--- config.mk ---
export PLATFORM = sky130hd
export DESIGN_NAME = csr_file
export DESIGN_NICKNAME = d
export VERILOG_FILES = /design/src/rtl/csr_file_pkg.sv /design/src/rtl/csr_irq_sync.sv /design/src/rtl/csr_file.sv
export SDC_FILE = /design/constraint.sdc
export NUM_CORES = 1
export LEC_CHECK = 0
export BUFFER_PORTS_ARGS = -buffer_cell sky130_fd_sc_hd__buf_2
export CAP_MARGIN = 20
export CORE_UTILIZATION = 54
export DETAILED_ROUTE_END_ITERATION = 7
export PLACE_DENSITY = 0.81
export SYNTH_ARGS = -nofsm -noshare
export SYNTH_HDL_FRONTEND = slang
export SYNTH_SLANG_ARGS = --single-unit
--- constraint.sdc ---
create_clock -name clk -period 4.25 [get_ports clk]
set_input_delay 0.85 -clock clk [delete_from_list [all_inputs] [get_ports clk]]
set_output_delay 0.85 -clock clk [all_outputs]
set_load 0.03 [all_outputs]
--- src/rtl/csr_file_pkg.sv ---
// Shared CSR definitions: addresses, field positions, request payload and RMW helper.
package csr_file_pkg;

  localparam int unsigned CSR_ADDR_W = 12;

  localparam logic [CSR_ADDR_W-1:0] CSR_ADDR_MSTATUS  = 12'h300;
  localparam logic [CSR_ADDR_W-1:0] CSR_ADDR_MIE      = 12'h304;
  localparam logic [CSR_ADDR_W-1:0] CSR_ADDR_MTVEC    = 12'h305;
  localparam logic [CSR_ADDR_W-1:0] CSR_ADDR_MSCRATCH = 12'h340;
  localparam logic [CSR_ADDR_W-1:0] CSR_ADDR_MEPC     = 12'h341;
  localparam logic [CSR_ADDR_W-1:0] CSR_ADDR_MCAUSE   = 12'h342;
  localparam logic [CSR_ADDR_W-1:0] CSR_ADDR_MTVAL    = 12'h343;
  localparam logic [CSR_ADDR_W-1:0] CSR_ADDR_MIP      = 12'h344;
  localparam logic [CSR_ADDR_W-1:0] CSR_ADDR_MHARTID  = 12'hF14;

  localparam int unsigned MSTATUS_MIE_BIT  = 3;
  localparam int unsigned MSTATUS_MPIE_BIT = 7;
  localparam int unsigned MSTATUS_MPP_LSB  = 11;
  localparam logic [1:0]  MSTATUS_MPP_M    = 2'b11;

  localparam int unsigned MIP_MSIP = 3;
  localparam int unsigned MIP_MTIP = 7;
  localparam int unsigned MIP_MEIP = 11;

  localparam int unsigned IRQ_CODE_W   = 5;
  localparam logic [IRQ_CODE_W-1:0] IRQ_CODE_MSI = 5'd3;
  localparam logic [IRQ_CODE_W-1:0] IRQ_CODE_MTI = 5'd7;
  localparam logic [IRQ_CODE_W-1:0] IRQ_CODE_MEI = 5'd11;

  typedef enum logic [1:0] {
    MTVEC_MODE_DIRECT   = 2'd0,
    MTVEC_MODE_VECTORED = 2'd1
  } mtvec_mode_t;

  typedef enum logic [1:0] {
    CSR_MODE_NONE = 2'd0,
    CSR_MODE_RW   = 2'd1,
    CSR_MODE_RS   = 2'd2,
    CSR_MODE_RC   = 2'd3
  } csr_mode_t;

  typedef struct packed {
    logic                  valid;
    logic                  use_imm;
    csr_mode_t             csr_mode;
    logic [CSR_ADDR_W-1:0] csr_target;
  } csr_req_t;

  // Read-modify-write result for one CSR instruction.
  function automatic logic [31:0] csr_apply(input csr_mode_t mode,
                                            input logic [31:0] old_val,
                                            input logic [31:0] op);
    logic [31:0] res;
    case (mode)
      CSR_MODE_RW: res = op;
      CSR_MODE_RS: res = old_val | op;
      CSR_MODE_RC: res = old_val & ~op;
      default:     res = old_val;
    endcase
    return res;
  endfunction

endpackage

--- src/rtl/csr_irq_sync.sv ---
// Multi-flop synchronizer bringing one asynchronous interrupt level into clk.
module csr_irq_sync
  import csr_file_pkg::*;
#(
  parameter int unsigned STAGES = 2
) (
  input  logic clk,
  input  logic rst_n,
  input  logic irq_async,
  output logic irq_sync
);

  logic [STAGES-1:0] sync_q;

  // Shift chain; the oldest sample is the synchronized level.
  always_ff @(posedge clk or negedge rst_n) begin
    if (!rst_n) begin
      sync_q <= '0;
    end else begin
      sync_q <= {sync_q[STAGES-2:0], irq_async};
    end
  end

  assign irq_sync = sync_q[STAGES-1];

endmodule

--- src/rtl/csr_file.sv ---
// Machine-mode CSR file: CSR read-modify-write, trap entry, mret and interrupt detect.
module csr_file
  import csr_file_pkg::*;
#(
  parameter int unsigned XLEN        = 32,
  parameter int unsigned HART_ID     = 0,
  parameter int unsigned SYNC_STAGES = 2
) (
  input  logic            clk,
  input  logic            rst_n,
  input  csr_req_t        csr_req,
  input  logic            csr_commit,
  input  logic [XLEN-1:0] rs1_data,
  input  logic [4:0]      zimm,
  output logic [XLEN-1:0] csr_rdata,
  input  logic            trap_valid,
  input  logic [XLEN-1:0] trap_cause,
  input  logic [XLEN-1:0] trap_pc,
  input  logic [XLEN-1:0] trap_tval,
  input  logic            mret,
  output logic [XLEN-1:0] trap_vector,
  output logic [XLEN-1:0] mepc_o,
  input  logic            irq_sw,
  input  logic            irq_timer,
  input  logic            irq_ext,
  output logic            irq_take,
  output logic [XLEN-1:0] irq_cause
);

  logic            mstatus_mie_q;
  logic            mstatus_mpie_q;
  logic            mie_msie_q;
  logic            mie_mtie_q;
  logic            mie_meie_q;
  logic [XLEN-1:0] mtvec_q;
  logic [XLEN-1:0] mscratch_q;
  logic [XLEN-1:0] mepc_q;
  logic [XLEN-1:0] mcause_q;
  logic [XLEN-1:0] mtval_q;

  logic            irq_sw_s;
  logic            irq_timer_s;
  logic            irq_ext_s;

  logic [XLEN-1:0] mstatus_v;
  logic [XLEN-1:0] mie_v;
  logic [XLEN-1:0] mip_v;
  logic [XLEN-1:0] rdata_raw;
  logic [XLEN-1:0] operand;
  logic [XLEN-1:0] new_val;
  logic [XLEN-1:0] irq_pend;
  logic            csr_we;
  logic            op_is_set_clr;

  csr_irq_sync #(.STAGES(SYNC_STAGES)) u_sync_sw (
    .clk(clk), .rst_n(rst_n), .irq_async(irq_sw), .irq_sync(irq_sw_s)
  );
  csr_irq_sync #(.STAGES(SYNC_STAGES)) u_sync_timer (
    .clk(clk), .rst_n(rst_n), .irq_async(irq_timer), .irq_sync(irq_timer_s)
  );
  csr_irq_sync #(.STAGES(SYNC_STAGES)) u_sync_ext (
    .clk(clk), .rst_n(rst_n), .irq_async(irq_ext), .irq_sync(irq_ext_s)
  );

  // Architectural views of the sparse registers.
  always_comb begin
    mstatus_v = '0;
    mstatus_v[MSTATUS_MPP_LSB +: 2] = MSTATUS_MPP_M;
    mstatus_v[MSTATUS_MIE_BIT]      = mstatus_mie_q;
    mstatus_v[MSTATUS_MPIE_BIT]     = mstatus_mpie_q;
    mie_v           = '0;
    mie_v[MIP_MSIP] = mie_msie_q;
    mie_v[MIP_MTIP] = mie_mtie_q;
    mie_v[MIP_MEIP] = mie_meie_q;
    mip_v           = '0;
    mip_v[MIP_MSIP] = irq_sw_s;
    mip_v[MIP_MTIP] = irq_timer_s;
    mip_v[MIP_MEIP] = irq_ext_s;
  end

  // Read mux over the addressed CSR; unknown addresses read zero.
  always_comb begin
    rdata_raw = '0;
    case (csr_req.csr_target)
      CSR_ADDR_MSTATUS:  rdata_raw = mstatus_v;
      CSR_ADDR_MIE:      rdata_raw = mie_v;
      CSR_ADDR_MTVEC:    rdata_raw = mtvec_q;
      CSR_ADDR_MSCRATCH: rdata_raw = mscratch_q;
      CSR_ADDR_MEPC:     rdata_raw = mepc_q;
      CSR_ADDR_MCAUSE:   rdata_raw = mcause_q;
      CSR_ADDR_MTVAL:    rdata_raw = mtval_q;
      CSR_ADDR_MIP:      rdata_raw = mip_v;
      CSR_ADDR_MHARTID:  rdata_raw = XLEN'(HART_ID);
      default:           rdata_raw = '0;
    endcase
  end

  assign csr_rdata = csr_req.valid ? rdata_raw : '0;

  // Operand select and write qualification; traps and mret squash the CSR write.
  always_comb begin
    operand       = csr_req.use_imm ? XLEN'(zimm) : rs1_data;
    new_val       = csr_apply(csr_req.csr_mode, rdata_raw, operand);
    op_is_set_clr = (csr_req.csr_mode == CSR_MODE_RS) || (csr_req.csr_mode == CSR_MODE_RC);
    csr_we        = csr_req.valid && csr_commit && (csr_req.csr_mode != CSR_MODE_NONE) &&
                    !(op_is_set_clr && (operand == '0)) && !trap_valid && !mret;
  end

  // mstatus interrupt-enable stack.
  always_ff @(posedge clk or negedge rst_n) begin
    if (!rst_n) begin
      mstatus_mie_q  <= 1'b0;
      mstatus_mpie_q <= 1'b0;
    end else if (trap_valid) begin
      mstatus_mpie_q <= mstatus_mie_q;
      mstatus_mie_q  <= 1'b0;
    end else if (mret) begin
      mstatus_mie_q  <= mstatus_mpie_q;
      mstatus_mpie_q <= 1'b1;
    end else if (csr_we && (csr_req.csr_target == CSR_ADDR_MSTATUS)) begin
      mstatus_mie_q  <= new_val[MSTATUS_MIE_BIT];
      mstatus_mpie_q <= new_val[MSTATUS_MPIE_BIT];
    end
  end

  // Trap state: mepc, mcause, mtval.
  always_ff @(posedge clk or negedge rst_n) begin
    if (!rst_n) begin
      mepc_q   <= '0;
      mcause_q <= '0;
      mtval_q  <= '0;
    end else if (trap_valid) begin
      mepc_q   <= trap_pc & ~XLEN'(3);
      mcause_q <= trap_cause;
      mtval_q  <= trap_tval;
    end else if (csr_we) begin
      if (csr_req.csr_target == CSR_ADDR_MEPC)   mepc_q   <= new_val & ~XLEN'(3);
      if (csr_req.csr_target == CSR_ADDR_MCAUSE) mcause_q <= new_val;
      if (csr_req.csr_target == CSR_ADDR_MTVAL)  mtval_q  <= new_val;
    end
  end

  // Plain software-written registers: mie, mtvec, mscratch.
  always_ff @(posedge clk or negedge rst_n) begin
    if (!rst_n) begin
      mie_msie_q <= 1'b0;
      mie_mtie_q <= 1'b0;
      mie_meie_q <= 1'b0;
      mtvec_q    <= '0;
      mscratch_q <= '0;
    end else if (csr_we) begin
      if (csr_req.csr_target == CSR_ADDR_MIE) begin
        mie_msie_q <= new_val[MIP_MSIP];
        mie_mtie_q <= new_val[MIP_MTIP];
        mie_meie_q <= new_val[MIP_MEIP];
      end
      if (csr_req.csr_target == CSR_ADDR_MTVEC) begin
        mtvec_q <= {new_val[XLEN-1:2], 1'b0,
                    new_val[1:0] == 2'(MTVEC_MODE_VECTORED)};
      end
      if (csr_req.csr_target == CSR_ADDR_MSCRATCH) mscratch_q <= new_val;
    end
  end

  // Handler address; vectored mode offsets interrupts by 4*code.
  always_comb begin
    trap_vector = {mtvec_q[XLEN-1:2], 2'b00};
    if (mtvec_q[0] && trap_cause[XLEN-1]) begin
      trap_vector = {mtvec_q[XLEN-1:2], 2'b00} + XLEN'({trap_cause[4:0], 2'b00});
    end
  end

  // Pending-and-enabled interrupt selection, external first.
  always_comb begin
    irq_pend  = mie_v & mip_v;
    irq_take  = mstatus_mie_q && (irq_pend != '0);
    irq_cause = '0;
    if (irq_take) begin
      irq_cause[XLEN-1] = 1'b1;
      if (irq_pend[MIP_MEIP])      irq_cause[IRQ_CODE_W-1:0] = IRQ_CODE_MEI;
      else if (irq_pend[MIP_MSIP]) irq_cause[IRQ_CODE_W-1:0] = IRQ_CODE_MSI;
      else                         irq_cause[IRQ_CODE_W-1:0] = IRQ_CODE_MTI;
    end
  end

  assign mepc_o = mepc_q;

endmodule

# After elaboration in Yosys (flattened, before gate mapping)

Index checks and enable logic that the tools add are counted.

Flip-flop bits (word level): 170
Output and inout bits: 129
Word-level logic and storage cells: 81

Add/sub/neg operators: 1
Eq/ne operators: 12
Multiplexer cells: 24
Bitwise logic cells: 4
Reductions and logical operators: 27

Operator list:

| operator             | count |
|---|---|
| $mux 32              | 12 |
| $pmux 32 s8          | 1 |
| $eq 12x10->1 const B | 8 |
| $pmux 32 s3          | 1 |
| $add 32x7->32        | 1 |
| $and 32x32->32       | 1 |
| $logic_not 32->1     | 1 |
| $not 32->32          | 1 |
| $or 32x32->32        | 1 |
| $reduce_bool 32->1   | 1 |
| $and 12x12->12       | 1 |
| $reduce_and 2->1     | 6 |
| $mux 5               | 2 |
| $reduce_bool 2->1    | 5 |
| $logic_and 1x1->1    | 9 |
| $mux 1               | 7 |
| $eq 2x1->1 const B   | 2 |
| $eq 2x2->1 const B   | 2 |
| $logic_not 1->1      | 3 |
| $mux 3               | 1 |
| $reduce_bool 3->1    | 1 |
| $logic_or 1x1->1     | 1 |

# Depth between registers and ports, before layout

Depth in word-level cells: 11
Mapped depth: 9
Mapped depth without buffers: 9

# By module

A second synthesis with hierarchy kept.

Cells, all modules: 1,147
Area, all modules: 10,256.1 um2

By module, submodules not included:

| module       | times used | cells each | area each (um2) | sequential area each (um2) |
|---|---|---|---|---|
| csr_file     | 1          | 1,141      | 10,105.9        | 4,053.9 |
| csr_irq_sync | 3          | 2          | 50.0            | 50.0 |

# Least setup slack after synthesis

OpenSTA, ideal clock, no wires.

Path type: input to output
From: input port trap_cause[0]
To: output port trap_vector[30]
Arrival: 3.079 ns
Data required time: 3.400 ns
Path slack: 0.321 ns
Stages: 9
Path buffers: 0
Path through: ha_1 inv_1 fa_1 nor2b_1 o21a_1 o21ai_0 a2111oi_2 nand4_1 xnor2_1

Word-level cells in the longest chain between the ends: 2

RTL lines:

| what               | RTL line        | source |
|---|---|---|
| start: declaration | csr_file.sv:17  | `input logic [XLEN-1:0] trap_cause,` |
| $add 32x7->32      | csr_file.sv:169 | `trap_vector = {mtvec_q[XLEN-1:2], 2'b00} + XLEN'({trap_cause[4:0], 2'b00});` |
| $mux 32            | csr_file.sv:168 | `if (mtvec_q[0] && trap_cause[XLEN-1]) begin` |
| end: declaration   | csr_file.sv:21  | `output logic [XLEN-1:0] trap_vector,` |

Every way passes these cells.

# Worst setup path after layout

Ends and elaborated chain as after synthesis.

==> metrics.csv <==
metric,value,unit
synth_edf_count,0,
syn_avg_cell_area,9.33,sq um
antenna_found_initial,7,
clk_pin_slew_worst_paths,60,ps
clock_path_buffers,2,
setup_tns,0,ps
first_global_vias,10200,
crit_type,input port to output pin,
worstPathRequired,3400,ps
synth-async-reset-ratio,100,%
synth_top_cell_by_area,dfrtp_1,
clock_latency,430,ps
core,19700,sq um
max_freq,249,MHz
nets,1557,
dieArea,21000,sq um
die_h,145,um
h-tree-depth,4,
dr.pass1.iters,8,
setup_viol,0,
vias_per_cell,6.39,
ys_ff_latch,168,
syn_inst,1180,
yosysMostFrequentCell,dfrtp_1,
skew,9.42,ps
maxSlewViolCount,0,
syn_to_final_growth,18.4,%
arrival,3170,ps
period_share,94.6,%
finalHoldViolCount,0,
gp_congestion,0.977,
hold_path.class,flip-flop to flip-flop,
drive_gt1_share,29.0,%
yosysTopAreaCellShare,38.2,%
numPortBuffers,252,
post-route-min-period,4020,ps
root_buffer,clkbuf_16,
max_slew_margin,39.1,%
p_leak,5.76,nW
crit_path_end_kind,output pin,
start_kind,input port,
tightest_slew,913,ps
grt_usage,35.5,%
grt_overflow_total,0,
total_power,0.00393,W
die_x,145,um
reg2reg_depth,6,
initial_utilization,55.8,%
synth_warnings,0,
hold_buffers,0,
grt_pass1_wl,55.5,mm
cts_buffers,17,
drc,0,
dp_hpwl,26.0,mm
wire_per_inst,22.2,um
synthDistinctLibCells,77,
ant_nets,0,
peakVddDrop,242,uV
grt_max_degree,108,
synth_common_cells,"dfrtp_1, nand2_1, nor2_1",
totalWireLength,37.3,mm
ios,286,
via_count,10700,
post_cts_buffers,0,
cts_tree,yes,
netlist_area,11000,sq um
path_max_fanout,5,
ys.flop_type,dfrtp_1,
status,finished clean,
drt_iter0_markers,1253,
cellPowerDensity,302,nW/um^2
maxCapViolCount,0,
synth_area_leaders,"dfrtp_1, mux2_2, a221o_1",
rows,51,
cts.sinks,168,
synth_seq_area_share,38.2,%
cts_resized,0,
rsz0062_at_grt,no,
hold_path_depth,0,
cells by family after synthesis:
family / after synthesis / share of synthesized area, %
adder cells (fa/ha/maj): 6 / 0.750
multiplexers: 94 / 9.49
AO/OA/AOI/OAI: 370 / 24.8
buffers and inverters: 143 / 6.79
XOR/XNOR: 34 / 2.71
AND/OR/NAND/NOR: 364 / 17.2
flip-flops: 168 / 38.2
other: 1 / 0.0341
cell type report:
class                           count  area [sq um]
Fill cell                        1583          6690
Clock buffer                       24           462
Sequential cell                   168          4200
Multi-Input combinational cell    899          6190
Antenna cell                        9          22.5
Inverter                           15          56.3
Clock inverter                      8          97.6
Tap cell                          265           332
Timing Repair Buffer              293          1660
report_power, final:
part	switching (W)	leakage, nW	internal [W]	total [W]
clock	0.000646	0.264	0.000878	0.00152
sequential	0.0000589	2.16	0.00168	0.00174
combinational	0.000405	3.34	0.000261	0.000667
state kept, by name, indices dropped and copies added, names as in the netlist, 2 cells and up:
| signal | cells |
|---|---|
| mcause_q | 32 |
| mscratch_q | 32 |
| mtvec_q | 31 |
| u_sync_ext.sync_q | 2 |
| u_sync_sw.sync_q | 2 |
| u_sync_timer.sync_q | 2 |
| mtval_q | 32 |
| mepc_o | 30 |
path summary, 6_finish.rpt:
path	to	start	slack, ps
max	trap_vector[30]	trap_cause[0]	230
min reg2reg	u_sync_sw.sync_q[1]$_DFF_PN0_	u_sync_sw.sync_q[0]$_DFF_PN0_	340
max reg2reg	mtvec_q[7]$_DFFE_PN0P_	mstatus_mpie_q$_DFFE_PN0P_	1590
min in group asynchronous	mepc_o[27]$_DFFE_PN0P_	rst_n	460
max in group asynchronous	mtvec_q[11]$_DFFE_PN0P_	rst_n	2860
min	u_sync_sw.sync_q[1]$_DFF_PN0_	u_sync_sw.sync_q[0]$_DFF_PN0_	340
worst max-delay path, cell delays in order:
cell and delay, ps:
buf_2 90, ha_1 160, inv_1 60, fa_1 420
nor2b_1 150, o21a_1 150, o21ai_0 170, a2111oi_2 400
buf_4 220, nand4_1 130, xnor2_1 160, buf_2 210
layout by cell type (no fill, tap or decap), types with 4 or more instances in the layout:
cell       synthesis  layout
buf_2             27     250
nor3b_1           18      18
nand4_1            8       8
a22oi_1           28      28
clkbuf_16          0      17
dfrtp_1          168     168
a21boi_0          39      39
nor2b_1            9       9
and2_1            21      21
a221o_1           66      66
o21ai_0           49      49
o211ai_1          13      13
ha_1               5       5
clkbuf_1          53       6
nand2_1          108     108
xor2_1             8       8
nand3b_1          14      14
o21a_1            24      24
xnor2_1           26      26
a221oi_1          23      23
mux2i_1           29      29
diode_2            0       9
nor2_1            90      90
nand2b_1          28      28
nor3_1             8       8
o21ai_1           21      21
and2_0             6       6
inv_1             14      14
mux2_2            62      62
a21oi_1           69      69
and3_1             4       4
buf_4             45      36
a222oi_1           4       4
nor4_1            12      12
buf_12             0       5
conb_1             1      31
nand3_1           11      11
through the flow:
step	cell area (sq um)	utilization (%)	hold WS (ps)	setup WS, ps	std cells
after global routing	13000	66.0	354	102	1677
final	13000	66.1	344	228	1681
after floorplan	11100	-	331	321	1210
after global placement	12400	62.9	333	313	1638
after detailed placement	12400	62.9	336	286	1638
after CTS	13000	65.8	345	258	1670
metal layers:
metal | share of wire [%] | global-route usage [%]
met1 | 38 | 45.8
met2 | 46 | 55.5
met3 | 11 | 8.00
met4 | 4.8 | 19.2
met5 | 0 | 0
(Power assumes the default switching activity.)
